### src/rtl/seven_seg_scanner.sv
// Time-multiplexed hex display scanner with frame-coherent input snapshot and anti-ghost blanking.
// Optional: define LEADING_ZERO_BLANK_EN to darken leading zero digits at each frame snapshot.
module seven_seg_scanner #(
  parameter int unsigned NUM_DIGITS = 8,
  parameter bit          ACTIVE_LOW = 1'b1,
  localparam int unsigned IW        = $clog2(NUM_DIGITS)
) (
  input  logic                    clock_in,
  input  logic                    rst,
  input  logic                    refresh_in,
  input  logic [4*NUM_DIGITS-1:0] value_in,
  input  logic [NUM_DIGITS-1:0]   dp_in,
  input  logic [NUM_DIGITS-1:0]   digit_en,
  output logic [NUM_DIGITS-1:0]   anode_out,
  output logic [6:0]              seg_out,
  output logic                    dp_out,
  output logic [IW-1:0]           digit_idx
);

  typedef enum logic {IDLE, BLANK} phase_t;

  localparam logic [NUM_DIGITS-1:0] AN_OFF  = {NUM_DIGITS{ACTIVE_LOW}};
  localparam logic [6:0]            SEG_OFF = {7{ACTIVE_LOW}};
  localparam logic [IW-1:0]         IDX_TOP = IW'(NUM_DIGITS - 1);

  phase_t phase_q, phase_d;

  logic sync1_q, sync2_q, edge_q;
  logic tick;
  logic wrap;

  logic [4*NUM_DIGITS-1:0] val_q, val_d;
  logic [NUM_DIGITS-1:0]   dps_q, dps_d;
  logic [NUM_DIGITS-1:0]   en_q, en_d;
  logic [NUM_DIGITS-1:0]   sel;
  logic [IW-1:0]           idx_d;
  logic [NUM_DIGITS-1:0]   anode_d;
  logic [6:0]              seg_d;
  logic                    dp_d;

  function automatic logic [6:0] hex7(input logic [3:0] n);
    logic [6:0] s;
    case (n)
      4'h0: s = 7'h3F;
      4'h1: s = 7'h06;
      4'h2: s = 7'h5B;
      4'h3: s = 7'h4F;
      4'h4: s = 7'h66;
      4'h5: s = 7'h6D;
      4'h6: s = 7'h7D;
      4'h7: s = 7'h07;
      4'h8: s = 7'h7F;
      4'h9: s = 7'h6F;
      4'hA: s = 7'h77;
      4'hB: s = 7'h7C;
      4'hC: s = 7'h39;
      4'hD: s = 7'h5E;
      4'hE: s = 7'h79;
      default: s = 7'h71;
    endcase
    return s;
  endfunction

  function automatic logic [3:0] nibble_at(input logic [4*NUM_DIGITS-1:0] v,
                                           input logic [IW-1:0] i);
    logic [3:0] n;
    n = '0;
    for (int unsigned k = 0; k < NUM_DIGITS; k++) begin
      if (IW'(k) == i) n = v[4*k +: 4];
    end
    return n;
  endfunction

`ifdef LEADING_ZERO_BLANK_EN
  // Walk down from the top digit; blanking stops at the first non-zero nibble or set dp.
  function automatic logic [NUM_DIGITS-1:0] lz_mask(input logic [4*NUM_DIGITS-1:0] v,
                                                    input logic [NUM_DIGITS-1:0]   d,
                                                    input logic [NUM_DIGITS-1:0]   e);
    logic [NUM_DIGITS-1:0] m;
    logic                  leading;
    m       = e;
    leading = 1'b1;
    for (int unsigned k = NUM_DIGITS - 1; k >= 1; k--) begin
      if (leading && (v[4*k +: 4] == 4'h0) && !d[k]) m[k] = 1'b0;
      else leading = 1'b0;
    end
    return m;
  endfunction
`endif

  assign tick = sync2_q & ~edge_q;
  assign wrap = (digit_idx == IDX_TOP);

  always_comb begin
    sel = '0;
    for (int unsigned k = 0; k < NUM_DIGITS; k++) begin
      sel[k] = (IW'(k) == digit_idx);
    end
  end

  // Digit 0 of a new frame decodes from the just-captured snapshot, not the old shadow.
  always_comb begin
    phase_d = phase_q;
    idx_d   = digit_idx;
    val_d   = val_q;
    dps_d   = dps_q;
    en_d    = en_q;
    anode_d = anode_out;
    seg_d   = seg_out;
    dp_d    = dp_out;
    if (tick) begin
      idx_d = wrap ? '0 : digit_idx + 1'b1;
      if (wrap) begin
        val_d = value_in;
        dps_d = dp_in;
`ifdef LEADING_ZERO_BLANK_EN
        en_d  = lz_mask(value_in, dp_in, digit_en);
`else
        en_d  = digit_en;
`endif
      end
      seg_d   = hex7(nibble_at(val_d, idx_d)) ^ SEG_OFF;
      dp_d    = dps_d[idx_d] ^ ACTIVE_LOW;
      anode_d = AN_OFF;
      phase_d = BLANK;
    end else if (phase_q == BLANK) begin
      anode_d = (sel & en_q) ^ AN_OFF;
      phase_d = IDLE;
    end
  end

  always_ff @(posedge clock_in or posedge rst) begin
    if (rst) begin
      sync1_q <= 1'b0;
      sync2_q <= 1'b0;
      edge_q  <= 1'b0;
    end else begin
      sync1_q <= refresh_in;
      sync2_q <= sync1_q;
      edge_q  <= sync2_q;
    end
  end

  always_ff @(posedge clock_in or posedge rst) begin
    if (rst) begin
      phase_q   <= IDLE;
      digit_idx <= IDX_TOP;
      val_q     <= '0;
      dps_q     <= '0;
      en_q      <= '0;
      anode_out <= AN_OFF;
      seg_out   <= SEG_OFF;
      dp_out    <= ACTIVE_LOW;
    end else begin
      phase_q   <= phase_d;
      digit_idx <= idx_d;
      val_q     <= val_d;
      dps_q     <= dps_d;
      en_q      <= en_d;
      anode_out <= anode_d;
      seg_out   <= seg_d;
      dp_out    <= dp_d;
    end
  end

endmodule
### config.mk
export PLATFORM = sky130hd
export DESIGN_NAME = seven_seg_scanner
export DESIGN_NICKNAME = d
export VERILOG_FILES = /design/src/rtl/seven_seg_scanner.sv
export SDC_FILE = /design/constraint.sdc
export NUM_CORES = 1
export LEC_CHECK = 0
export ABC_AREA = 1
export CAP_MARGIN = 20
export CORE_ASPECT_RATIO = 1.75
export CORE_UTILIZATION = 53
export DETAILED_ROUTE_END_ITERATION = 16
export HOLD_SLACK_MARGIN = 0.03
export PLACE_DENSITY = 0.84
export SLEW_MARGIN = 20
export SYNTH_ARGS = -nofsm -noshare
export SYNTH_HDL_FRONTEND = slang
export SYNTH_SLANG_ARGS = --single-unit
export TNS_END_PERCENT = 100
### constraint.sdc
create_clock -name clock_in -period 2.85 [get_ports clock_in]
set_input_delay 0.4275 -clock clock_in [delete_from_list [all_inputs] [get_ports clock_in]]
set_output_delay 0.4275 -clock clock_in [all_outputs]
set_load 0.05 [all_outputs]
==> results.json, run 1 <==
{
  "reg2reg_from": "digit_idx[0]",
  "dr.pass1.iters": 5,
  "n_antenna_cell": 0,
  "p_leak_nw": 2.41,
  "power_frac_seq_pct": 30.2,
  "die_width_um": 66.4,
  "track_usage_pct": 27.1,
  "overflow": 0,
  "syn_area_per_cell_um2": 8.08,
  "vias": 3566,
  "status": "completed",
  "muxShareOfSynthArea_pct": 4.10,
  "ys_types": 33,
  "power_frac_clock_pct": 17.4,
  "synth_top_family_by_area": "simple AND/OR/NAND/NOR gates",
  "hpwl_um": 6630,
  "cp-endpoint": "seg_out[3]",
  "synthesis.nets": 538,
  "pwr_density_cell_nw_per_um2": 1130,
  "drt-vias-per-instance": 5.54,
  "initial_utilization_pct": 55.3,
  "yosys_warnings": 0,
  "hold_violations": 0,
  "cts.root.buffer_cell": "clkbuf_16",
  "r2r_cells": 20,
  "cts.sinks": 71,
  "seq_area_um2": 1800,
  "synth_area_um2": 3850,
  "p_sw_w": 0.00244,
  "avgRoutedWirePerCell_um": 14.4,
  "htreeDepth": 3,
  "die_area_um2": 7620,
  "die_height_um": 115,
  "drv_slew": 0,
  "critPathLaunchType": "flop",
  "synth_fa_ha_area_share_pct": 3.58,
  "ios": 70,
  "grt_pass1_vias": 3373,
  "dr.first_iter.drc_count": 304,
  "cp.arrival_ps": 2940,
  "hold-path-cell-count": 0,
  "p_sw_share_pct": 43.4,
  "tightest_slew_ps": 747,
  "grt_pass1_wl_um": 15400,
  "reg2reg_slack_ps": 180,
  "synthXorXnorAreaFrac_pct": 0,
  "fillers": 548,
  "finalSetupViolations": 0,
  "fmax_ghz": 0.375,
  "synthSimpleGateAreaFrac_pct": 24.6,
  "antenna_found_initial": 0,
  "total_power_w": 0.00563,
  "synth-seq-area-share_pct": 46.8,
  "ir_worst_vdd_mv": 0.633,
  "startpoint": "digit_idx[0]",
  "clock_latency_ps": 330,
  "rows": 40,
  "intPower_w": 0.00319,
  "drtAntennaViolNets": 0,
  "post-place-ws_ps": 109,
  "crit_type": "reg -> reg",
  "nets": 617,
  "cp_data_required_time_ps": 3120,
  "grt_start_max_net_pins": 42,
  "drt_drc_violations_left": 0,
  "area_delta_synth_final_pct": 29.9,
  "gp_congestion": 0.950,
  "hold_slack_ps": 352,
  "io_buffers": 69,
  "ys_ff_latch": 71,
  "final_common_cell": "nand2_1",
  "max_cap_viol_count": 0,
  "tritoncts": "yes",
  "synth_compound_area_share_pct": 13.2,
  "multi_input_area_um2": 1810,
  "core-area_um2": 6960,
  "syn_inst": 476,
  "maxSlewHeadroom_pct": 50.0,
  "cts_buffers": 9,
  "critPathMaxFanout": 7,
  "post-route-min-period_ps": 2670,
  "utilization_pct": 71.9,
  "min_path_type": "reg -> reg",
  "wirelength_um": 9280,
  "layout_setup_ws_ps": 180,
  "drive_above_1_share_pct": 16.6,
  "clk_pin_slew_ps": 50,
  "p_comb_share_pct": 52.5,
  "cts_buffer_depth": 2,
  "layout_worst_path_cycle_share_pct": 93.7,
  "layout_common_cells": "nand2_1 (148), clkdlybuf4s50_1 (69), dfrtp_1 (52)",
  "r2r-end": "seg_out[3]",
  "fin_skew_ps": 4.37,
  "endpoint_kind": "flop"
}
-- logic make-up (layout without fill, tap and decap cells) --
logic type,count (synthesis),count (layout)
AND/OR/NAND/NOR,224,224
AO/OA/AOI/OAI,88,88
flip-flops,71,71
buffers and inverters,68,152
multiplexers,14,14
adder cells (fa/ha/maj),11,11
-- worst max-delay path, cell delays in order (launching register included) --
cell        delay, ps
dfstp_2           600
ha_4              170
buf_4             160
clkinvlp_4        150
nor2_4            170
nand3_1            90
nand3_1            80
nand2_1            70
nand2_1            60
nand2_1            50
nand2_1            60
nand2_1            50
nand2_1            70
inv_1              80
ha_1              290
nand3b_1          160
nand2_1            90
nand2_1            50
nand2_1            60
nand2_1            40
nand2_1            60
-- metrics by stage --
stage	TNS [ps]	area, um2	cells
final	0	5000	644
after global routing	-15.0	5000	644
after CTS	0	4880	637
after detailed placement	0	4630	621
after global placement	0	4630	621
after floorplan	0	3850	476
-- final cells by class --
cell class | instances | share of cell area [%]
multi-input cells | 337 | 36.1
repair buffers | 90 | 17.0
flip-flops and latches | 71 | 36.0
well taps | 84 | 2.10
clock buffers | 12 | 4.73
inverters | 46 | 3.58
clock inverters | 4 | 0.451
-- state kept, by name, summed over array words and instances (netlist names) --
| name | flops |
|---|---|
| anode_out | 8 |
| digit_idx | 3 |
| dp_out | 1 |
| dps_q | 8 |
| edge_q | 1 |
| en_q | 8 |
| phase_q | 1 |
| seg_out | 7 |
| sync1_q | 1 |
| sync2_q | 1 |
| val_q | 32 |
-- how the worst min path moves through the flow --
stage          startpoint      end
3_5_place_dp      sync1_q  sync2_q
4_1_cts           sync1_q  sync2_q
3_3_place_gp      sync1_q  sync2_q
6_report          sync1_q  sync2_q
5_1_grt           sync1_q  sync2_q
2_1_floorplan     sync1_q  sync2_q
-- synth_stat cells --
cell type  number  share of area, %
a21boi_2        1              0.29
a21oi_1        17               2.2
a21oi_2         1              0.23
a221oi_1        4              0.91
a31oi_1        13               2.1
a41oi_1         1              0.23
buf_2           7              0.91
buf_4           5              0.98
buf_6           2              0.59
clkbuf_1        8              0.78
clkinv_1        1             0.097
dfrtp_1        52                34
dfstp_2        19                13
ha_1           11               3.6
inv_1          43               4.2
inv_2           2              0.20
mux2_2         14               4.1
nand2_1       150                15
nand2_2         3              0.49
nand2_4         3              0.88
nand3_1        26               3.4
nand3b_1        1              0.20
nand4_1         1              0.16
nor2_1         21               2.0
nor2_2          4              0.65
nor2_4          1              0.29
nor3_1         14               1.8
o211ai_1        5              0.98
o211ai_2        1              0.33
o21a_1          1              0.20
o21ai_0        34               4.4
o21ai_1         9               1.2
o22ai_1         1              0.16
-- routing by layer --
layer  part of all wire (%)  track usage [%]
met5                      0                0
met4                    1.9             12.5
met3                    4.4             4.88
met2                     54             47.3
met1                     40             31.7
-- power groups by stage --
stage | Combinational (W) | Sequential (W) | Clock, W
3_5_place_dp | 0.00276 | 0.00170 | 0
4_1_cts | 0.00279 | 0.00168 | 0.000997
3_3_place_gp | 0.00267 | 0.00167 | 0
6_report | 0.00295 | 0.00170 | 0.000978
2_1_floorplan | 0.00180 | 0.00193 | 0
5_1_grt | 0.00330 | 0.00174 | 0.00103
-- what timing repair did --
item / 4_1_cts / 5_1_grt
gates resized for setup: 0 / 17
setup endpoints to repair: 0 / 22
hold buffers: 0 / 0
buffers inserted: 0 / 7
No activity file was read; power rests on OpenSTA's default activity.
==> run 2: changes to the inputs <==
Settings changed: CORE_MARGIN set to 8.
==> results.json, run 2 (synthesized netlist as in run 1, its figures left out) <==
{
  "pwr_density_cell_nw_per_um2": 1160,
  "min_from": "sync1_q",
  "total_power_w": 0.00601,
  "drt-vias-per-instance": 5.50,
  "p_sw_share_pct": 42.6,
  "intPower_w": 0.00345,
  "clk_pin_slew_ps": 50,
  "tritoncts": "yes",
  "maxSlewHeadroom_pct": 55.3,
  "die_height_um": 129,
  "fmax_ghz": 0.370,
  "dr.first_iter.drc_count": 322,
  "largest_reg_flops": 32,
  "critPathLaunchType": "flop",
  "cp.arrival_ps": 2960,
  "reg2reg_from": "digit_idx[0]",
  "grt_pass1_wl_um": 16500,
  "initial_utilization_pct": 54.0,
  "fin_skew_ps": 5.39,
  "antenna_found_initial": 0,
  "layout_worst_path_cycle_share_pct": 94.7,
  "tightest_slew_ps": 669,
  "rows": 41,
  "crit_type": "reg -> reg",
  "cpMostUsedCell": "nand2_1",
  "crit_slowest_cell": "dfstp_2",
  "finalSetupViolations": 0,
  "track_usage_pct": 20.2,
  "r2r_cells": 18,
  "multi_input_area_um2": 1840,
  "power_frac_clock_pct": 19.5,
  "htreeDepth": 3,
  "cts.root.buffer_cell": "clkbuf_16",
  "drv_slew": 0,
  "hold_slack_ps": 379,
  "cts.sinks": 71,
  "avgRoutedWirePerCell_um": 15.8,
  "status": "completed",
  "post-route-min-period_ps": 2700,
  "hold-path-cell-count": 0,
  "cts_buffer_depth": 2,
  "final_common_cell": "nand2_1",
  "cts_buffers": 9,
  "top_register": "val_q",
  "cpPeakStageDelay_ps": 650,
  "wirelength_um": 10300,
  "die_width_um": 80.4,
  "min_path_type": "reg -> reg",
  "hpwl_um": 6980,
  "drive_above_1_share_pct": 18.3,
  "p_leak_nw": 2.48,
  "grt_pass1_vias": 3538,
  "startpoint": "digit_idx[0]",
  "die_area_um2": 10300,
  "post-place-ws_ps": 44.3,
  "hold_violations": 0,
  "crit_path_cell_trace": "ha_4 > inv_1 > nand2_1 > nand2_4 > clkbuf_2 > buf_4 > nand3_1 > nand2_1 > nand2_1 > nand2_1 > nand2_1 > nand2_1 > nand2_1 > nand2_1 > a21boi_2 > nand2_1 > o21ai_1 > nand2_1",
  "drtAntennaViolNets": 0,
  "critPathMaxFanout": 7,
  "core-area_um2": 7130,
  "io_buffers": 69,
  "max_cap_viol_count": 0,
  "fin_cells": 654,
  "dr.pass1.iters": 7,
  "ios": 70,
  "fillers": 520,
  "p_comb_share_pct": 51.9,
  "endpoint_kind": "flop",
  "nets": 625,
  "gp_congestion": 0.901,
  "layout_setup_ws_ps": 150,
  "grt_start_max_net_pins": 72,
  "vias": 3594,
  "dp_cells": 624,
  "area_delta_synth_final_pct": 34.2,
  "cp_data_required_time_ps": 3110,
  "layout_common_cells": "nand2_1 (147), clkdlybuf4s50_1 (69), dfrtp_1 (52)",
  "power_frac_seq_pct": 28.6,
  "n_antenna_cell": 0,
  "p_sw_w": 0.00256,
  "ir_worst_vdd_mv": 0.666,
  "drt_drc_violations_left": 0,
  "clock_latency_ps": 340,
  "overflow": 0,
  "seq_area_um2": 1800
}
run 2: changes by cell type in the layout (fill, tap and decap cells not counted), moves of 2 or more:
| cell | change |
|---|---|
| ha_4 | +2 |
| bufinv_16 | +2 |
| nor2_2 | +2 |
| buf_12 | +2 |
| ha_2 | -2 |
| buf_4 | +4 |
run 2: path summary, 6_finish.rpt:
check | endpoint | slack [ps]
worst max-delay path | seg_out[6] | 150
worst min-delay path | sync2_q | 380
worst max register to register | seg_out[6] | 150
worst min register to register | sync2_q | 380
max in group asynchronous | seg_out[1] | 2030
min in group asynchronous | en_q[5] | 470
run 2: power by group through the flow:
| stage | Clock [W] | Combinational [W] | Sequential, W |
|---|---|---|---|
| after floorplan | 0 | 0.00180 | 0.00193 |
| after global placement | 0 | 0.00270 | 0.00168 |
| after detailed placement | 0 | 0.00279 | 0.00170 |
| after CTS | 0.00118 | 0.00284 | 0.00169 |
| after global routing | 0.00123 | 0.00344 | 0.00176 |
| final | 0.00117 | 0.00312 | 0.00172 |
run 2: layout make-up:
| type | instances | area share [%] |
|---|---|---|
| multi-input cells | 337 | 35.5 |
| inverters | 46 | 3.49 |
| flip-flops and latches | 71 | 34.9 |
| clock buffers | 12 | 4.58 |
| well taps | 86 | 2.08 |
| repair buffers | 98 | 18.1 |
| clock inverters | 4 | 1.36 |
run 2: repair_timing:
| item | 4_1_cts | 5_1_grt |
|---|---|---|
| hold buffers | 0 | 0 |
| setup endpoints to repair | 0 | 7 |
| setup buffers | 0 | 14 |
| gates resized for setup | 0 | 22 |
run 2: critical path: cells and delay by family (launching register included):
| kind | cells | cell delay (ps) |
|---|---|---|
| simple gates | 12 | 950 |
| flops | 1 | 650 |
| fa+ha+maj | 1 | 180 |
| compound gates | 2 | 430 |
| buf+inv | 3 | 420 |
run 2: through the flow:
stage	area [um2]	setup TNS (ps)	utilization, %
global placement	4660	0	65.4
detailed placement	4660	0	65.4
floorplan	3850	0	-
finish	5160	0	72.4
global route	5160	-70.4	72.4
CTS	4970	0	69.7
run 2: routing by layer:
layer,track usage (%),share of wire (%),up-vias
met3,4.19,4.9,31
li1,-,-,1732
met1,23.3,39,1706
met5,0,0,-
met4,10.7,3.1,0
met2,33.7,53,125
